### config.mk
export PLATFORM = sky130hd
export DESIGN_NAME = cos_arbiter
export DESIGN_NICKNAME = d
export VERILOG_FILES = /design/src/rtl/cos_arb_pkg.sv /design/src/rtl/rr_arb2.sv /design/src/rtl/cos_arbiter.sv
export SDC_FILE = /design/constraint.sdc
export NUM_CORES = 1
export LEC_CHECK = 0
export CAP_MARGIN = 40
export CORE_MARGIN = 1.5
export CORE_UTILIZATION = 36
export CTS_CLUSTER_SIZE = 40
export DETAILED_ROUTE_END_ITERATION = 7
export HOLD_SLACK_MARGIN = 0.03
export PLACE_DENSITY = 0.78
export RECOVER_POWER = 100
export SLEW_MARGIN = 20
export SYNTH_ARGS = -nofsm -noshare
export SYNTH_HDL_FRONTEND = slang
export SYNTH_SLANG_ARGS = --single-unit
### constraint.sdc
create_clock -name clk -period 1.65 [get_ports clk]
set_input_delay 0.495 -clock clk [delete_from_list [all_inputs] [get_ports clk]]
set_output_delay 0.495 -clock clk [all_outputs]
set_load 0.03 [all_outputs]
### src/rtl/cos_arb_pkg.sv
// cos_arb_pkg: shared state encoding, width default and requester id type
// for the two-requester cosine-core arbiter.
package cos_arb_pkg;

    localparam int COS_ARB_WIDTH = 16;

    typedef enum logic [2:0] {
        IDLE,
        ISSUE,
        WAIT_BUSY,
        WAIT_DONE,
        RESP
    } cos_arb_state_e;

    typedef logic req_id_t;

    localparam req_id_t REQ0 = 1'b0;
    localparam req_id_t REQ1 = 1'b1;

endpackage

### src/rtl/rr_arb2.sv
// rr_arb2: two-way round-robin grant; on a tie the requester that was not
// granted last wins.
module rr_arb2
    import cos_arb_pkg::*;
(
    input  logic       req0_i,
    input  logic       req1_i,
    input  req_id_t    last_i,
    output logic [1:0] grant_o
);

    always_comb begin
        grant_o = 2'b00;
        if (req0_i && req1_i) begin
            grant_o = (last_i == REQ1) ? 2'b01 : 2'b10;
        end else if (req0_i) begin
            grant_o = 2'b01;
        end else if (req1_i) begin
            grant_o = 2'b10;
        end
    end

endmodule

### src/rtl/cos_arbiter.sv
// cos_arbiter: shares one cosine core between two requesters with round-robin grant.
// Define COS_ARB_TIMEOUT_EN to enable the watchdog that aborts a stalled core computation.
module cos_arbiter
    import cos_arb_pkg::*;
#(
    parameter int WIDTH   = COS_ARB_WIDTH,
    parameter int TIMEOUT = 1023
) (
    input  logic             clk,
    input  logic             rst,
    input  logic             req0,
    input  logic             req1,
    input  logic [WIDTH-1:0] x0,
    input  logic [WIDTH-1:0] y0,
    input  logic [WIDTH-1:0] x1,
    input  logic [WIDTH-1:0] y1,
    output logic             done0,
    output logic             done1,
    output logic [WIDTH-1:0] w_out,
    output logic             err,
    output logic             busy,
    output logic             core_start,
    output logic [WIDTH-1:0] core_x,
    output logic [WIDTH-1:0] core_y,
    input  logic             core_ready,
    input  logic [WIDTH-1:0] core_w
);

    cos_arb_state_e   state_q, state_d;
    req_id_t          owner_q, owner_d;
    req_id_t          last_q, last_d;
    logic [WIDTH-1:0] core_x_q, core_x_d;
    logic [WIDTH-1:0] core_y_q, core_y_d;
    logic [WIDTH-1:0] w_out_q, w_out_d;
    logic [1:0]       grant;
    logic             timeout_hit;

    rr_arb2 u_rr_arb2 (
        .req0_i  (req0),
        .req1_i  (req1),
        .last_i  (last_q),
        .grant_o (grant)
    );

`ifdef COS_ARB_TIMEOUT_EN
    localparam int CntW = $clog2(TIMEOUT + 1);

    logic [CntW-1:0] cnt_q, cnt_d;
    logic            err_q, err_d;
    logic            waiting;

    assign waiting = (state_q == WAIT_BUSY) || (state_q == WAIT_DONE);

    // A core result arriving in the final allowed cycle still wins over the watchdog.
    assign timeout_hit = waiting && (cnt_q == CntW'(TIMEOUT - 1))
                         && !((state_q == WAIT_DONE) && core_ready);

    always_comb begin
        cnt_d = cnt_q;
        err_d = err_q;
        if (state_q == ISSUE) begin
            cnt_d = '0;
        end else if (waiting) begin
            cnt_d = cnt_q + 1'b1;
        end
        if (state_q == RESP) begin
            err_d = 1'b0;
        end else if (timeout_hit) begin
            err_d = 1'b1;
        end
    end

    always_ff @(posedge clk) begin
        if (rst) begin
            cnt_q <= '0;
            err_q <= 1'b0;
        end else begin
            cnt_q <= cnt_d;
            err_q <= err_d;
        end
    end

    assign err = err_q;
`else
    assign timeout_hit = 1'b0;
    assign err         = 1'b0;
`endif

    always_comb begin
        state_d  = state_q;
        owner_d  = owner_q;
        last_d   = last_q;
        core_x_d = core_x_q;
        core_y_d = core_y_q;
        w_out_d  = w_out_q;
        unique case (state_q)
            IDLE: begin
                if ((req0 || req1) && core_ready) begin
                    owner_d  = grant[1];
                    last_d   = grant[1];
                    core_x_d = grant[0] ? x0 : x1;
                    core_y_d = grant[0] ? y0 : y1;
                    state_d  = ISSUE;
                end
            end
            ISSUE: state_d = WAIT_BUSY;
            WAIT_BUSY: begin
                if (timeout_hit) begin
                    w_out_d = '0;
                    state_d = RESP;
                end else if (!core_ready) begin
                    state_d = WAIT_DONE;
                end
            end
            WAIT_DONE: begin
                if (core_ready) begin
                    w_out_d = core_w;
                    state_d = RESP;
                end else if (timeout_hit) begin
                    w_out_d = '0;
                    state_d = RESP;
                end
            end
            RESP:    state_d = IDLE;
            default: state_d = IDLE;
        endcase
    end

    // Last-grant pointer resets to requester 1 so requester 0 wins the first tie.
    always_ff @(posedge clk) begin
        if (rst) begin
            state_q  <= IDLE;
            owner_q  <= REQ0;
            last_q   <= REQ1;
            core_x_q <= '0;
            core_y_q <= '0;
            w_out_q  <= '0;
        end else begin
            state_q  <= state_d;
            owner_q  <= owner_d;
            last_q   <= last_d;
            core_x_q <= core_x_d;
            core_y_q <= core_y_d;
            w_out_q  <= w_out_d;
        end
    end

    assign core_start = (state_q == ISSUE);
    assign core_x     = core_x_q;
    assign core_y     = core_y_q;
    assign w_out      = w_out_q;
    assign busy       = (state_q != IDLE);
    assign done0      = (state_q == RESP) && (owner_q == REQ0);
    assign done1      = (state_q == RESP) && (owner_q == REQ1);

endmodule

==> results of run 1 <==
==> routing by layer <==
| metal | vias up | track usage, % | wire length, um |
|---|---|---|---|
| met4 | 0 | 6.57 | 62 |
| li1 | 1385 | - | - |
| met2 | 129 | 34.4 | 4010 |
| met1 | 1346 | 25.5 | 3550 |
| met3 | 6 | 4.30 | 686 |
| met5 | - | 0 | 0 |
==> stage by stage <==
stage / setup WS, ns / util, % / power [mW] / cells / TNS [ns]
6_report: -0.0438 / 60.5 / 3.29 / 533 / -0.0974
2_1_floorplan: 0.0101 / - / 2.06 / 299 / 0
4_1_cts: -0.126 / 59.7 / 3.29 / 528 / -0.251
3_5_place_dp: -0.295 / 58.8 / 2.58 / 519 / -10.65
3_3_place_gp: -0.241 / 58.8 / 2.56 / 519 / -8.82
5_1_grt: -0.118 / 60.4 / 3.44 / 532 / -1.25
==> cell usage in the layout, fill, tap and decap left out, types with 3 or more instances in the layout <==
cell type and n:
clkdlybuf4s50_1 81, a31oi_1 33, inv_1 4, nand2_1 32
a311oi_2 30, dfxtp_1 50, clkbuf_8 6, buf_4 18
dfxtp_2 3, a21oi_1 17, buf_6 8, nand3b_1 32
o21ai_0 32, dlygate4sd2_1 48, buf_12 6
==> power breakdown <==
group	switching (mW)	internal (mW)
logic	0.571	0.527
clock network	0.428	0.341
registers	0.0518	1.37
total	1.05	2.24
==> Yosys cell counts <==
cell type   n
nand4b_1    1
nand2_1    33
nor3b_1     1
buf_4       1
or3_1       1
inv_2       1
clkbuf_1   29
conb_1      1
or2_1       1
nor2_2      1
nor4_1      1
buf_6       6
a31o_1      1
nor3_1      1
and2_1      1
buf_2       5
and3_4      1
o21ai_0    32
a21oi_1    17
dfxtp_1    53
and4b_1     1
o2111ai_1   1
and3_1      1
nor2_1      3
o211ai_1    1
nor2b_1     3
a311oi_1    3
inv_1       4
a311oi_2   29
nand3b_1   32
a31oi_1    33
==> registers in the layout, indices dropped and copies added (netlist names) <==
name	flops
core_y	16
state_q	3
core_x	16
last_q	1
w_out	16
owner_q	1
==> final timing paths <==
check | slack, ns | to | cells past startpoint | start
worst max-delay path | -0.04 | done1 | 5 | state_q[0]
worst min-delay path | 0.45 | w_out[7] | 2 | w_out[7]
worst max register to register | 0.10 | core_x[4] | 7 | state_q[0]
worst min register to register | 0.45 | w_out[7] | 2 | w_out[7]
==> repair_timing <==
item / CTS / global route
setup endpoints to repair: 52 / 21
buffers inserted: 1 / 4
resized for setup: 59 / 15
pin swaps: 2 / 6
==> cell type report <==
cell class | count | area (um2)
multi-input combinational | 200 | 1460
clock inverter | 2 | 13.8
sequential | 53 | 1060
clock buffer | 6 | 82.6
fill | 644 | 2870
tap | 99 | 124
inverter | 5 | 18.8
timing repair buffer | 167 | 1620
antenna | 1 | 2.50
==> critical path, cell delays in order (launching register included) <==
cell and delay [ns]:
dfxtp_2 0.33, buf_6 0.12, nor2_4 0.10, nand2_2 0.06
nor2_1 0.10, buf_4 0.17
==> logic make-up after synthesis <==
| group | Yosys count |
|---|---|
| simple gates | 82 |
| compound gates | 117 |
| other cells | 1 |
| flops | 53 |
| buf+inv | 46 |
==> summary.md, run 1 <==
| Metric | Value |
|---|---|
| Run status | finished, violations left |
| Violated checks | negative setup slack |
| Arr. time, crit path | 1.20 ns |
| Synthesized area | 2710 um2 |
| Core Area | 7250 um2 |
| Final WS setup | -0.0438 ns |
| P&R area growth vs syn | 62.2% |
| Hold slack | 0.455 ns |
| CTS clock-pin slew for the worst setup and hold paths | 0.10 ns |
| Longest Clk Path Bufs | 2 |
| Final #Nets | 517 |
| Largest family of logic cells by synthesized area | compound AO/OA/AOI/OAI gates |
| Hold Crit Class | reg -> reg |
| DR vias/cell | 5.38 |
| Flops & latches, synth | 53 |
| Global-route wire length before repair | 12700 um |
| Placed wire-length estimate | 5990 um |
| Total gr overflow | 0 |
| Drt pass-1 iters | 4 |
| Crit path required time | 1.15 ns |
| Clk_lat worst skew | 0.30 ns |
| Peak supply drop | 0.450 mV |
| Yosys top cell by area | dfxtp_1 |
| Post-synthesis compound-gate area fraction | 34.7% |
| Final Cycle Share | 103% |
| Syn Inst Count | 299 |
| Layout cells sized above 1 | 19.9% |
| Post-synthesis mux area share | 0% |
| # port buffers | 136 |
| Hold buffer count at CTS | 0 |
| Achievable Freq | 590 MHz |
| Area share of fa/ha/maj cells after synthesis | 0% |
| Startpoint types | flop |
| Pwr dens | 750 nW/um2 |
| Crit path time final | 1.69 ns |
| Detailed-route via count | 2866 |
| Post-DP Area | 4260 um2 |
| Largest net degree at the start of global routing | 47 |
| Kind of critical path | reg -> out |
| Die height | 89.7 um |
| Share of the synthesized area in the top cell type | 39.2% |
| Leakage | 1.70 nW |
| Max FO, Critical Path | 5 |
| Initial Utilization | 37.3% |
| Fin area | 4390 um2 |
| GPL Wtd Cong | 0.761 |
| H-tree Lvls | 2 |
| Width of the die | 89.7 um |
| Iteration-0 DRC count of the detailed router | 152 |
| Drt drc | 0 |
| Pins Over Slew Limit | 0 |
| Post-DRT Antenna Nets | 0 |
| Synth warn | 0 |
| Gr usage total | 20.2% |
| Synth area leaders | dfxtp_1 39%, a311oi_2 16%, nand3b_1 8.9% |
| Final setup fails | 4 |
| Synth Area per Inst | 9.05 um2 |
| IO Count | 138 |
| Vias in the first global route | 2687 |
| Synth Net Count | 384 |
| CTS Buf Count | 5 |
| Routed WL per cell | 15.6 um |
| # rows | 31 |
| Max Cap Viol | 0 |
| Initial antenna violation count | 0 |
| Simple-Gate Fraction of Synth Area | 17.5% |
| RSZ-0062 raised after global routing | yes |
| Die area | 8040 um2 |
| Clk root buf | clkbuf_8 |
| Clock Sink Count | 53 |
| Sequential element share of the synthesized area | 39.2% |
| Layout Skew | 0.00961 ns |
| XOR/XNOR Fraction of Synth Area | 0% |
| WL final | 8320 um |
| Final Hold Viols | 0 |
| Worst setup EP type | primary output |
| CTS tree | done |
| Unique masters post-synth | 31 |
Note: power is estimated with default switching activity, not from simulation.
==> inputs of run 2 (changes only) <==
==> constraint.sdc (replaced) <==
create_clock -name clk -period 1.4 [get_ports clk]
set_input_delay 0.42 -clock clk [delete_from_list [all_inputs] [get_ports clk]]
set_output_delay 0.42 -clock clk [all_outputs]
set_load 0.03 [all_outputs]
==> run 2 against run 1 <==
The run still ends with negative setup slack left. Sequential share of layout area down 1.6 points. Clock power up 31%. Core utilization up 4.5 points. Critical endpoint is now busy. Largest power group unchanged. Highest routed layer unchanged.
==> summary.md, run 2 (synthesized netlist as in run 1, its figures left out) <==
| Metric | Value |
|---|---|
| Detailed-route via count | 2909 (+1.5%) |
| Pre-CTS setup slack | -0.512 ns (-0.217 ns) |
| R2R Path Start | state_q[1] |
| HP Start | w_out[2] |
| Peak supply drop | 0.693 mV (+54%) |
| Final non-filler cell total | 542 (+1.7%) |
| Crit path required time | 0.98 ns (-0.17 ns) |
| Startpoint types | flop |
| IO Count | 138 (unchanged) |
| # rows | 31 (unchanged) |
| N_diodes | 0 (-1) |
| Width of the die | 89.7 um (unchanged) |
| Final #Nets | 528 (+2.1%) |
| Fin area | 4710 um2 (+7.4%) |
| Iteration-0 DRC count of the detailed router | 136 (-11%) |
| Core Area | 7250 um2 (unchanged) |
| CTS tree | done |
| DR vias/cell | 5.37 (-0.19%) |
| Worst hold stages | 2 (unchanged) |
| Violated checks | negative setup slack |
| Post-layout util | 65.0% (+4.5 points) |
| Run status | finished, violations left |
| Final setup fails | 11 (+7) |
| R2R setup slack | -0.03 ns (-0.13 ns) |
| GPL Wtd Cong | 0.763 (+0.18%) |
| Drt pass-1 iters | 4 (unchanged) |
| Clk root buf | clkbuf_8 |
| Routed WL per cell | 16.7 um (+7.1%) |
| Clk_lat worst skew | 0.30 ns (about the same) |
| Pins Over Slew Limit | 0 (unchanged) |
| Layout Skew | 0.00433 ns (-0.00527 ns) |
| Final total power | 4.23 mW (+28%) |
| RSZ-0062 raised after global routing | yes |
| CTS clock-pin slew for the worst setup and hold paths | 0.09 ns (about the same) |
| Total gr overflow | 0 (unchanged) |
| Vias in the first global route | 2828 (+5.2%) |
| CTS Buf Count | 5 (unchanged) |
| Commonest non-fill, non-tap cell in the layout | clkdlybuf4s50_1 |
| Post-DRT Antenna Nets | 0 (unchanged) |
| H-tree Lvls | 2 (unchanged) |
| Layout cells sized above 1 | 35.9% (+16 points) |
| Max Cap Viol | 0 (unchanged) |
| Kind of critical path | reg -> out |
| Longest Clk Path Bufs | 2 (unchanged) |
| Final Hold Viols | 0 (unchanged) |
| Gr usage total | 21.3% (+1.1 points) |
| Achievable Freq | 622 MHz |
| Largest net degree at the start of global routing | 54 (+15%) |
| Post-DP Area | 4190 um2 (-1.8%) |
| Most frequent cells in the layout | 80 x clkdlybuf4s50_1, 66 x buf_4, 50 x dfxtp_1 |
| Clock Sink Count | 53 (unchanged) |
| R2R depth | 7 (unchanged) |
| # port buffers | 136 (unchanged) |
| Pwr dens | 897 nW/um2 (+20%) |
| Worst Hold End | w_out[2] |
| WL final | 9060 um (+8.9%) |
| Leakage | 1.70 nW (+0.27%) |
| R2r endpoint | core_x[2] |
| Initial Utilization | 37.3% (unchanged) |
| Global-route wire length before repair | 13300 um (+4.5%) |
| Placed wire-length estimate | 6120 um (+2.2%) |
| Placed Instances | 523 (+0.77%) |
| Die area | 8040 um2 (unchanged) |
| Final WS setup | -0.207 ns (-0.164 ns) |
| Final Cycle Share | 115% |
| Worst setup EP type | primary output |
| Arr. time, crit path | 1.19 ns (about the same) |
| Max FO, Critical Path | 3 (-2) |
| Crit path time final | 1.61 ns |
| P&R area growth vs syn | 74.2% |
| Drt drc | 0 (unchanged) |
| Initial antenna violation count | 0 (unchanged) |
| Hold Crit Class | reg -> reg |
| Die height | 89.7 um (unchanged) |
| Hold buffer count at CTS | 0 (unchanged) |
==> run 2: cell types whose count changed in the layout (fill, tap and decap cells not counted), moves of 2 or more <==
cell           before  now
a31oi_4             0    8
buf_6               8   14
buf_12              6   10
a31oi_2             0    4
nor2_4              2    4
dfxtp_2             3    1
dlygate4sd2_1      48    2
dfxtp_4             0    2
buf_4              18   66
a31oi_1            33   21
==> run 2: layout make-up <==
type / count / area [um2]
flip-flops and latches: 53 / 1070
repair buffers: 178 / 1770
clock buffers: 5 / 68.8
fillers: 594 / 2540
clock inverters: 2 / 35.0
inverters: 5 / 18.8
multi-input cells: 200 / 1630
well taps: 99 / 124
==> run 2: how the worst max path moves through the flow <==
stage                     from         end  depth (start not counted)
floorplan                 req0  core_x[10]                          7
global placement          req1  core_x[13]                          5
detailed placement        req1   core_x[4]                          5
CTS                 state_q[1]        busy                          2
global route        state_q[1]        busy                          2
finish              state_q[1]        busy                          2
==> run 2: where the power goes <==
part / internal (mW) / switching (mW) / leakage (nW)
Clock: 0.520 / 0.485 / 0.0540
Sequential: 1.62 / 0.0905 / 0.436
Combinational: 0.774 / 0.742 / 1.21
==> run 2: critical path, stage by stage, from the launching register on <==
cell and delay [ns]:
dfxtp_4 0.37, or3_4 0.37, buf_6 0.15
==> run 2: through the flow <==
step | hold WS, ns | setup TNS (ns)
after floorplan | 0.485 | -4.71
after global placement | 0.444 | -19.42
after detailed placement | 0.451 | -20.46
after CTS | 0.464 | -1.03
after global routing | 0.482 | -1.85
final | 0.461 | -0.852
==> run 2: layer usage <==
layer  vias to the layer above  track usage, %  routed length, um
li1                       1407               -                  -
met1                      1374            24.6               3640
met2                       118            39.0               4620
met3                        10            4.84                690
met4                         0            6.43                112
met5                         -               0                  0
==> run 2: repair_timing <==
action,4_1_cts,5_1_grt
buffers inserted,9,3
hold endpoints to repair,0,0
gates cloned,2,1
pin swaps,6,13
gates resized for setup,33,34
setup endpoints to repair,40,36
